--- src/rtl/motor_pwm_driver.sv ---
// Two-wheel PWM motor driver: command-to-duty mapping, per-period duty ramping
// and a command watchdog that forces a failsafe stop when commands stop arriving.
module motor_pwm_driver #(
    parameter int PWM_PERIOD      = 1000,
    parameter int DUTY_CRUISE     = 1000,
    parameter int DUTY_SLOW       = 500,
    parameter int RAMP_STEP       = 50,
    parameter int TIMEOUT_PERIODS = 50
) (
    input  logic                                 clk,
    input  logic                                 reset_n,
    input  logic [2:0]                           drive_command,
    input  logic                                 drive_valid,
    output logic                                 cmd_ready,
    output logic                                 pwm_left,
    output logic                                 pwm_right,
    output logic [$clog2(PWM_PERIOD+1)-1:0]      duty_left,
    output logic [$clog2(PWM_PERIOD+1)-1:0]      duty_right,
    output logic                                 settled,
    output logic                                 timeout
);

    localparam int W   = $clog2(PWM_PERIOD + 1);
    localparam int WDW = $clog2(TIMEOUT_PERIODS + 1);

    localparam logic [W-1:0]   LAST    = W'(PWM_PERIOD - 1);
    localparam logic [W-1:0]   CRUISE  = W'(DUTY_CRUISE);
    localparam logic [W-1:0]   SLOW    = W'(DUTY_SLOW);
    localparam logic [W-1:0]   STEP    = W'(RAMP_STEP);
    localparam logic [WDW-1:0] WD_LAST = WDW'(TIMEOUT_PERIODS - 1);
    localparam logic [WDW-1:0] WD_MAX  = WDW'(TIMEOUT_PERIODS);

    logic [W-1:0]   counter;
    logic [W-1:0]   target_left;
    logic [W-1:0]   target_right;
    logic [W-1:0]   cmd_left;
    logic [W-1:0]   cmd_right;
    logic [W-1:0]   eff_left;
    logic [W-1:0]   eff_right;
    logic [WDW-1:0] watchdog;
    logic           accept;
    logic           boundary;
    logic           fire;

    // Step toward the target by at most STEP, landing exactly on it.
    function automatic logic [W-1:0] ramp(input logic [W-1:0] duty,
                                          input logic [W-1:0] target);
        logic [W-1:0] diff;
        if (duty < target) begin
            diff = target - duty;
            ramp = (int'(diff) > RAMP_STEP) ? duty + STEP : target;
        end else begin
            diff = duty - target;
            ramp = (int'(diff) > RAMP_STEP) ? duty - STEP : target;
        end
    endfunction

    always_comb begin
        cmd_left  = '0;
        cmd_right = '0;
        case (drive_command)
            3'd1: cmd_right = CRUISE;
            3'd2: begin cmd_left = SLOW;   cmd_right = CRUISE; end
            3'd3: begin cmd_left = CRUISE; cmd_right = CRUISE; end
            3'd4: begin cmd_left = CRUISE; cmd_right = SLOW;   end
            3'd5: cmd_left = CRUISE;
            default: ;
        endcase
    end

    assign cmd_ready = reset_n;
    assign accept    = drive_valid && cmd_ready;
    assign boundary  = (counter == LAST);
    // An accept on the boundary edge always wins over the watchdog expiring.
    assign fire      = boundary && !accept && (watchdog == WD_LAST);
    assign eff_left  = accept ? cmd_left  : target_left;
    assign eff_right = accept ? cmd_right : target_right;

    always_ff @(posedge clk or negedge reset_n) begin
        if (!reset_n) begin
            counter <= '0;
        end else begin
            counter <= boundary ? '0 : counter + 1'b1;
        end
    end

    always_ff @(posedge clk or negedge reset_n) begin
        if (!reset_n) begin
            target_left  <= '0;
            target_right <= '0;
            watchdog     <= '0;
            timeout      <= 1'b0;
        end else if (accept) begin
            target_left  <= cmd_left;
            target_right <= cmd_right;
            watchdog     <= '0;
            timeout      <= 1'b0;
        end else if (fire) begin
            target_left  <= '0;
            target_right <= '0;
            watchdog     <= WD_MAX;
            timeout      <= 1'b1;
        end else if (boundary && watchdog != WD_MAX) begin
            watchdog     <= watchdog + 1'b1;
        end
    end

    always_ff @(posedge clk or negedge reset_n) begin
        if (!reset_n) begin
            duty_left  <= '0;
            duty_right <= '0;
        end else if (fire) begin
            duty_left  <= '0;
            duty_right <= '0;
        end else if (boundary) begin
            duty_left  <= ramp(duty_left, eff_left);
            duty_right <= ramp(duty_right, eff_right);
        end
    end

    assign pwm_left  = (counter < duty_left);
    assign pwm_right = (counter < duty_right);
    assign settled   = (duty_left == target_left) && (duty_right == target_right);

endmodule

--- config.mk ---
export PLATFORM = sky130hd
export DESIGN_NAME = motor_pwm_driver
export DESIGN_NICKNAME = d
export VERILOG_FILES = /design/src/rtl/motor_pwm_driver.sv
export SDC_FILE = /design/constraint.sdc
export NUM_CORES = 1
export LEC_CHECK = 0
export CORE_MARGIN = 8
export CORE_UTILIZATION = 57
export CTS_CLUSTER_SIZE = 20
export DETAILED_ROUTE_END_ITERATION = 12
export MAX_ROUTING_LAYER = met4
export PLACE_DENSITY = 0.83
export SYNTH_ARGS = -nofsm -noshare
export SYNTH_HDL_FRONTEND = slang
export SYNTH_SLANG_ARGS = --single-unit
export TNS_END_PERCENT = 100
--- constraint.sdc ---
create_clock -name clk -period 4 [get_ports clk]
set_clock_uncertainty 0.05 [all_clocks]
set_input_delay 0.8 -clock clk [delete_from_list [all_inputs] [get_ports clk]]
set_output_delay 0.8 -clock clk [all_outputs]
set_load 0.05 [all_outputs]
Yosys cells after proc, flatten, opt, wreduce, memory -nomap -nowiden

Cells that the tools add are included.

Register bits: 57
Bits of input ports: 6
Output and inout bits: 25
Word-level logic and storage cells: 69

$add $sub $neg: 10
Magnitude comparators: 8
Equal/unequal tests: 10
Mux-type cells: 23
Reduce and logical (&&, ||, !) cells: 11

Operators by type and width:

| kind                                                                   | count |
|---|---|
| 10-bit two-way mux                                                     | 16 |
| 10-bit by 6-bit > comparator with 1-bit output (second input constant) | 4 |
| 10-bit < comparator                                                    | 4 |
| 10-bit one-hot mux with 2 select lines                                 | 2 |
| 10-bit subtractor                                                      | 4 |
| 10-bit by 6-bit adder with 10-bit output (second input constant)       | 2 |
| 10-bit equality test                                                   | 2 |
| 10-bit by 6-bit subtractor with 10-bit output (second input constant)  | 2 |
| 6-bit two-way mux                                                      | 3 |
| 10-bit by 1-bit adder with 10-bit output (second input constant)       | 1 |
| 10-bit equality test (second input constant)                           | 1 |
| 6-bit by 1-bit adder with 6-bit output (second input constant)         | 1 |
| 3-bit by 2-bit equality test with 1-bit output (second input constant) | 2 |
| 3-bit equality test (second input constant)                            | 2 |
| 6-bit equality test (second input constant)                            | 1 |
| 6-bit inequality test (second input constant)                          | 1 |
| 3-bit OR reduction                                                     | 2 |
| 1-bit logical AND                                                      | 5 |
| 2-bit nonzero test                                                     | 2 |
| 3-bit by 1-bit equality test with 1-bit output (second input constant) | 1 |
| 3-bit nonzero test                                                     | 1 |
| 1-bit two-way mux                                                      | 2 |
| 1-bit zero test                                                        | 1 |

Depth between registers and ports, before layout

Gate-level depths: netlist of run 1.

Depth after elaboration: 10
Depth in mapped cells: 15
Mapped depth without buffers: 14

Worst setup path before layout of run 1

OpenSTA, ideal clock, no wires.

Path type: input to register
Start point: input drive_valid
End point: register duty_right[9]
Library setup time: 0.124 ns
Arrival: 3.896 ns
Slack: -0.070 ns
Stages: 14
Path buffers: 1
Cells stage by stage: nand2_1 -> clkbuf_1 -> a21o_1 -> ha_1 -> inv_1 -> fa_1 -> a21oi_2 -> o21bai_1 -> a2111o_1 -> o311a_2 -> nor4_4 -> mux2_4 -> a221oi_1 -> a211o_1

Cells in the longest elaborated chain, start to end: 8

Ends and longest elaborated chain:

| element                                                                  | RTL line | RTL |
|---|---|---|
| from (decl)                                                              | 13       | `input logic drive_valid,` |
| 1-bit logical AND *                                                      | 72       | `assign accept = drive_valid && cmd_ready;` |
| 10-bit two-way mux                                                       | 77       | `assign eff_right = accept ? cmd_right : target_right;` |
| 10-bit subtractor, on equally long branches                              | 53, 50   |  |
| 10-bit by 6-bit > comparator with 1-bit output, on equally long branches | 54, 51   |  |
| 10-bit two-way mux, on equally long branches                             | 54, 51   |  |
| 10-bit two-way mux                                                       | 49       | `if (duty < target) begin` |
| 10-bit two-way mux                                                       | 115      | `end else if (boundary) begin` |
| 10-bit two-way mux                                                       | 112      | `end else if (fire) begin` |
| to (signal assigned)                                                     | 117      | `duty_right <= ramp(duty_right, eff_right);` |
| to (decl)                                                                | 18       | `output logic [$clog2(PWM_PERIOD+1)-1:0] duty_right,` |

Mark *: on every way between the ends. The rest lies on a longest branch, timed or not. The select of a mux whose other input is x is not followed.
A chain may end at the register's enable or synchronous reset.

Worst setup path in the final report of run 1

Start point: input drive_valid
End point: register duty_left[7]

Cells in the longest elaborated chain, start to end: 8

Ends and longest elaborated chain:

| element                                                                  | RTL line | RTL |
|---|---|---|
| 1-bit logical AND *                                                      | 72       |  |
| 10-bit two-way mux                                                       | 76       | `assign eff_left = accept ? cmd_left : target_left;` |
| 10-bit subtractor, on equally long branches                              | 53, 50   |  |
| 10-bit by 6-bit > comparator with 1-bit output, on equally long branches | 54, 51   |  |
| 10-bit two-way mux, on equally long branches                             | 54, 51   |  |
| 10-bit two-way mux                                                       | 49       |  |
| 10-bit two-way mux                                                       | 115      |  |
| 10-bit two-way mux                                                       | 112      |  |
| to (signal assigned)                                                     | 116      | `duty_left <= ramp(duty_left, eff_left);` |
| to (decl)                                                                | 17       | `output logic [$clog2(PWM_PERIOD+1)-1:0] duty_left,` |

Marked as above.

==> results of run 1 <==
==> layout make-up <==
cell class / count / area [sq um]
clock buffer: 5 / 68.8
fill: 565 / 1930
inverter: 41 / 154
sequential: 41 / 1030
multi-input combinational: 478 / 3750
clock inverter: 3 / 68.8
tap: 105 / 131
timing repair buffer: 134 / 1050
==> sequential cells by signal, summed over array words and instances, names as in the netlist <==
| name | count |
|---|---|
| counter | 10 |
| timeout | 1 |
| duty_left | 9 |
| target_left | 3 |
| duty_right | 9 |
| watchdog | 6 |
| target_right | 3 |
==> routing by layer <==
metal / GRT usage [%] / wire length (um) / up-vias
met4: 11.9 / 516 / 0
met2: 43.5 / 7240 / 231
met5: - / 0 / -
li1: - / - / 2376
met3: 2.75 / 802 / 54
met1: 30.3 / 6100 / 2428
==> metrics by stage <==
step                power, W  hold WS, ps  TNS, ps  std cells
floorplan           0.000826          397        0        583
global placement     0.00105          419    -6970        790
detailed placement   0.00107          431    -9290        790
CTS                  0.00152          426        0        806
global route         0.00164          426   -0.208        807
finish               0.00157          429        0        807
==> path summary, 6_finish.rpt <==
kind / slack, ps / start / cells past startpoint / endpoint
setup / recovery: 90 / drive_valid / 15 / duty_left[7]
hold / removal: 430 / reset_n / 2 / timeout
setup reg to reg: 540 / duty_right[2] / 14 / duty_right[3]
hold reg to reg: 450 / counter[0] / 1 / counter[0]
max in group asynchronous: 2880 / reset_n / 2 / duty_right[3]
min in group clk: 450 / counter[0] / 1 / counter[0]
==> logic make-up after synthesis <==
logic type      share of synthesized area (%)
other cells                            0.0782
buf+inv                                  5.79
mux                                      1.83
flops                                    21.4
xor+xnor                                 6.39
simple gates                             21.6
fa+ha+maj                                16.8
compound gates                           26.1
==> power breakdown <==
group	total, W	leakage (nW)	internal [W]	switching, W
logic	0.000721	2.34	0.000360	0.000361
clock network	0.000418	0.0687	0.000252	0.000166
registers	0.000430	0.531	0.000421	0.00000882
total	0.00157	2.94	0.00103	0.000536
==> cell usage after synthesis, drive strengths merged (8+ instances only) <==
library cell	number	area share, %
a21o	12	1.9
nor2	44	3.4
clkbuf	11	0.86
dfrtp	41	21
inv	40	3.1
nor3	22	2.3
nand2b	8	1.0
nand2	42	3.3
xnor2	21	3.8
o21a	10	1.6
and3	16	2.1
buf	12	1.7
xor2	14	2.6
o21ai	26	2.9
nand3	26	2.7
a21oi	38	4.1
ha	58	15
o211ai	8	1.3
==> timing repair <==
action	CTS	global route
endpoints found under the hold margin	0	0
setup buffers	7	1
pin swaps	14	11
endpoints found under the setup margin	18	16
gates cloned	1	0
gates resized for setup	33	30
==> qor.csv, run 1 <==
metric,value,unit
actual slew at the worst max-slew pin,550,ps
TritonRoute pass-1 iters,7,
"Seq/Total Area, Yosys",21.4,%
Setup crit end kind,register,
First DRT Iteration DRCs,471,
clk slew on worst S/H paths,90,ps
CTS Buf Count,5,
Hold Buf Count CTS,0,
GRT Residual Overflow,0,
Total Nets Final,769,
core area,8180,sq um
clock buffer depth,2,
Routed Antenna Nets,0,
CP max-delay cell,ha_1,
Async SR Flop Fraction,100,%
n_diodes,0,
max-cap viol count,0,
Syn Std Cell Area,4800,sq um
routability congestion estimate from global placement,0.984,
worst path cell trace,clkdlybuf4s15_1 -> nand2_4 -> buf_4 -> a21oi_2 -> a21o_1 -> ha_1 -> or3b_1 -> a221o_1 -> o2111ai_1 -> a311oi_2 -> a21oi_2 -> buf_4 -> a2bb2oi_1 -> o22a_1 -> a32o_1,
port bufs,28,
CTS tree,built,
Max Slew Vio Count,0,
number of global-route vias before repair,5004,
final cell utilization of the core,76.4,%
DPL Wire Length,10900,um
"Design Area, Final",6250,sq um
number of flops mapped to enable cells by yosys,0,
most frequent cells in the layout,"buf_4, ha_1, nor2_1",
Final setup viols,0,
initial core utilization,58.7,%
Final WS setup,86.2,ps
Die Width,108,um
Root Driver,clkbuf_8,
Worst Path Arrival,4050,ps
P per Cell Area,251,nW/um^2
crit start category,input port,
htree depth,2,
"Avg Cell Area, Syn",8.24,sq um
P&R area growth vs syn,30.2,%
status,"complete, no violations",
layout cells sized above 1,26.6,%
Synth Instances,582,
largest net degree at the start of global routing,41,
Critical Path RT,4140,ps
routed vias,5089,
FMAX,256,MHz
Peak VDD IR,0.000177,V
leakage,2.94,nW
Vias/cell,6.31,
RSZ-0062 raised after global routing,true,
TritonCTS Sinks,41,
GRT Util Overall,25.8,%
CP max FO,8,
worst path bufs/invs,3,
"most common cell after layout, fill and taps aside",buf_4,
drt wl/cell,18.2,um
initial antenna violation count,0,
"worst slack, placed",-663,ps
Worst slew margin,63.3,%
DRC,0,
Synth Register Bits,41,
number of I/O pins,31,
Cell variety after synth,80,
Final Hold Fails,0,
synth warn,0,
first-pass GRT wire length,23900,um
chip height,108,um
hold crit path type,in -> async,
crit path time final,3910,ps
WS Path Type,in -> reg,
Worst-Skew Late Latency,300,ps
die area,11600,sq um
Post-Route WL,14700,um
DP Area,5810,sq um
"slowest stage delay, CP",440,ps
"delay-heaviest family, CP",compound AO/OA/AOI/OAI gates,
row cnt,33,
fin crit share,97.8,%
ys flop type,dfrtp_1,
Note: power is estimated with default switching activity, not from simulation.
==> run 2: changes to the inputs <==
--- a/config.mk
+++ b/config.mk
@@ -11,6 +11,7 @@
 export DETAILED_ROUTE_END_ITERATION = 12
 export MAX_ROUTING_LAYER = met4
 export PLACE_DENSITY = 0.83
+export RECOVER_POWER = 50
 export SYNTH_ARGS = -nofsm -noshare
 export SYNTH_HDL_FRONTEND = slang
 export SYNTH_SLANG_ARGS = --single-unit
==> constraint.sdc (replaced) <==
create_clock -name clk -period 4.7 [get_ports clk]
set_clock_uncertainty 0.05 [all_clocks]
set_input_delay 0.94 -clock clk [delete_from_list [all_inputs] [get_ports clk]]
set_output_delay 0.94 -clock clk [all_outputs]
set_load 0.05 [all_outputs]
==> qor.csv, run 2 (same netlist as run 1, synthesis figures left out) <==
metric,value,unit
number of global-route vias before repair,4536,
Worst-Skew Late Latency,300,ps
number of I/O pins,31,
most frequent cells in the layout,"ha_1, nor2_1, nand2_1",
GRT Residual Overflow,0,
initial antenna violation count,0,
Root Driver,clkbuf_8,
DPL Wire Length,10200,um
total power,0.00118,W
P&R area growth vs syn,13.7,%
clock buffer depth,2,
Post-Route WL,13100,um
largest net degree at the start of global routing,42,
routability congestion estimate from global placement,0.985,
hold crit path type,in -> async,
Final Hold Fails,0,
clk slew on worst S/H paths,90,ps
setup TNS,0,ps
first-pass GRT wire length,21900,um
port bufs,28,
Post-CTS Setup Inserts,0,
First DRT Iteration DRCs,453,
die area,11600,sq um
Hold Buf Count CTS,0,
max-cap viol count,0,
Vias/cell,6.40,
FF-to-FF Start,target_right[3],
Worst slew margin,51.1,%
leakage,2.54,nW
Die Width,108,um
FMAX,224,MHz
crit start category,input port,
Biggest register,counter,
WS Path Type,in -> reg,
Total Nets Final,695,
GRT Util Overall,23.4,%
Critical Path RT,4850,ps
Worst setup startpoint,drive_command[1],
routed vias,4688,
Worst Path Arrival,4610,ps
Routed Antenna Nets,0,
R2R Setup Slk,1170,ps
Max Slew Vio Count,0,
row cnt,33,
Final setup viols,0,
status,"complete, no violations",
core area,8180,sq um
"most common cell after layout, fill and taps aside",ha_1,
CTS tree,built,
PostCTS Resize Cnt,0,
drt wl/cell,17.9,um
TritonRoute pass-1 iters,7,
CP endpoint,duty_right[8],
max reg flops,10,
P per Cell Area,216,nW/um^2
fin crit share,94.9,%
crit path time final,4460,ps
initial core utilization,58.7,%
CP max FO,8,
final cell utilization of the core,66.7,%
actual slew at the worst max-slew pin,734,ps
Peak VDD IR,0.000179,V
CTS Buf Count,5,
FF-to-FF End,duty_right[4],
chip height,108,um
Setup crit end kind,register,
DRC,0,
cell depth of the worst flop-to-flop path,12,
n_diodes,0,
RSZ-0062 raised after global routing,false,
top flop regs,"counter: 10 flops, duty_left: 9 flops, duty_right: 9 flops",
layout cells sized above 1,10.2,%
htree depth,2,
TritonCTS Sinks,41,
run 2: changes by cell type in the layout (fill, tap and decap cells not counted), sizes merged:
cell / change
clkdlybuf4s15: -1
clkdlybuf4s50: +6
clkbuf: +1
buf: -79
dlygate4sd2: -1
run 2: worst min path at each step:
stage / startpoint / end / slack (ps) / cells past startpoint
after floorplan: counter[0] / counter[0] / 400 / 1
after global placement: counter[0] / counter[0] / 430 / 1
after detailed placement: counter[0] / counter[0] / 430 / 1
after CTS: reset_n / timeout / 350 / 1
after global routing: reset_n / timeout / 390 / 1
final: reset_n / timeout / 370 / 1
run 2: metal layers:
metal	global-route usage (%)	routed length [um]	share of wire [%]
met5	-	0	0
met4	8.13	289	2.2
met3	2.34	742	5.7
met2	39.2	6440	49
met1	28.7	5650	43
run 2: critical path: stages:
cell,delay (ps)
clkdlybuf4s50_1,460
nor2_2,180
xor2_1,250
nor2_1,70
a21o_1,280
ha_1,440
a21oi_1,260
a2bb2oi_1,280
a31oi_1,110
a311oi_1,290
nor4b_4,250
buf_4,200
a21boi_0,160
a21boi_0,180
a211o_1,240
run 2: final cells by class:
class	instances	area (sq um)
Clock buffer	5	68.8
Clock inverter	3	68.8
Fill cell	685	2720
Inverter	41	154
Multi-Input combinational cell	478	3500
Sequential cell	41	1030
Tap cell	105	131
Timing Repair Buffer	60	507
run 2: through the flow:
stage	worst slack [ps]	cells	hold slack (ps)	instance area (sq um)
after detailed placement	-51.6	725	426	5320
after global routing	31.5	733	387	5460
after floorplan	490	583	397	4800
after CTS	269	733	355	5460
final	240	733	368	5460
after global placement	51.5	725	425	5320
run 2: where the power goes:
| part | total (W) | switching [W] | internal, W |
|---|---|---|---|
| clock | 0.000357 | 0.000143 | 0.000214 |
| combinational | 0.000457 | 0.000258 | 0.000198 |
| sequential | 0.000366 | 0.00000784 | 0.000358 |
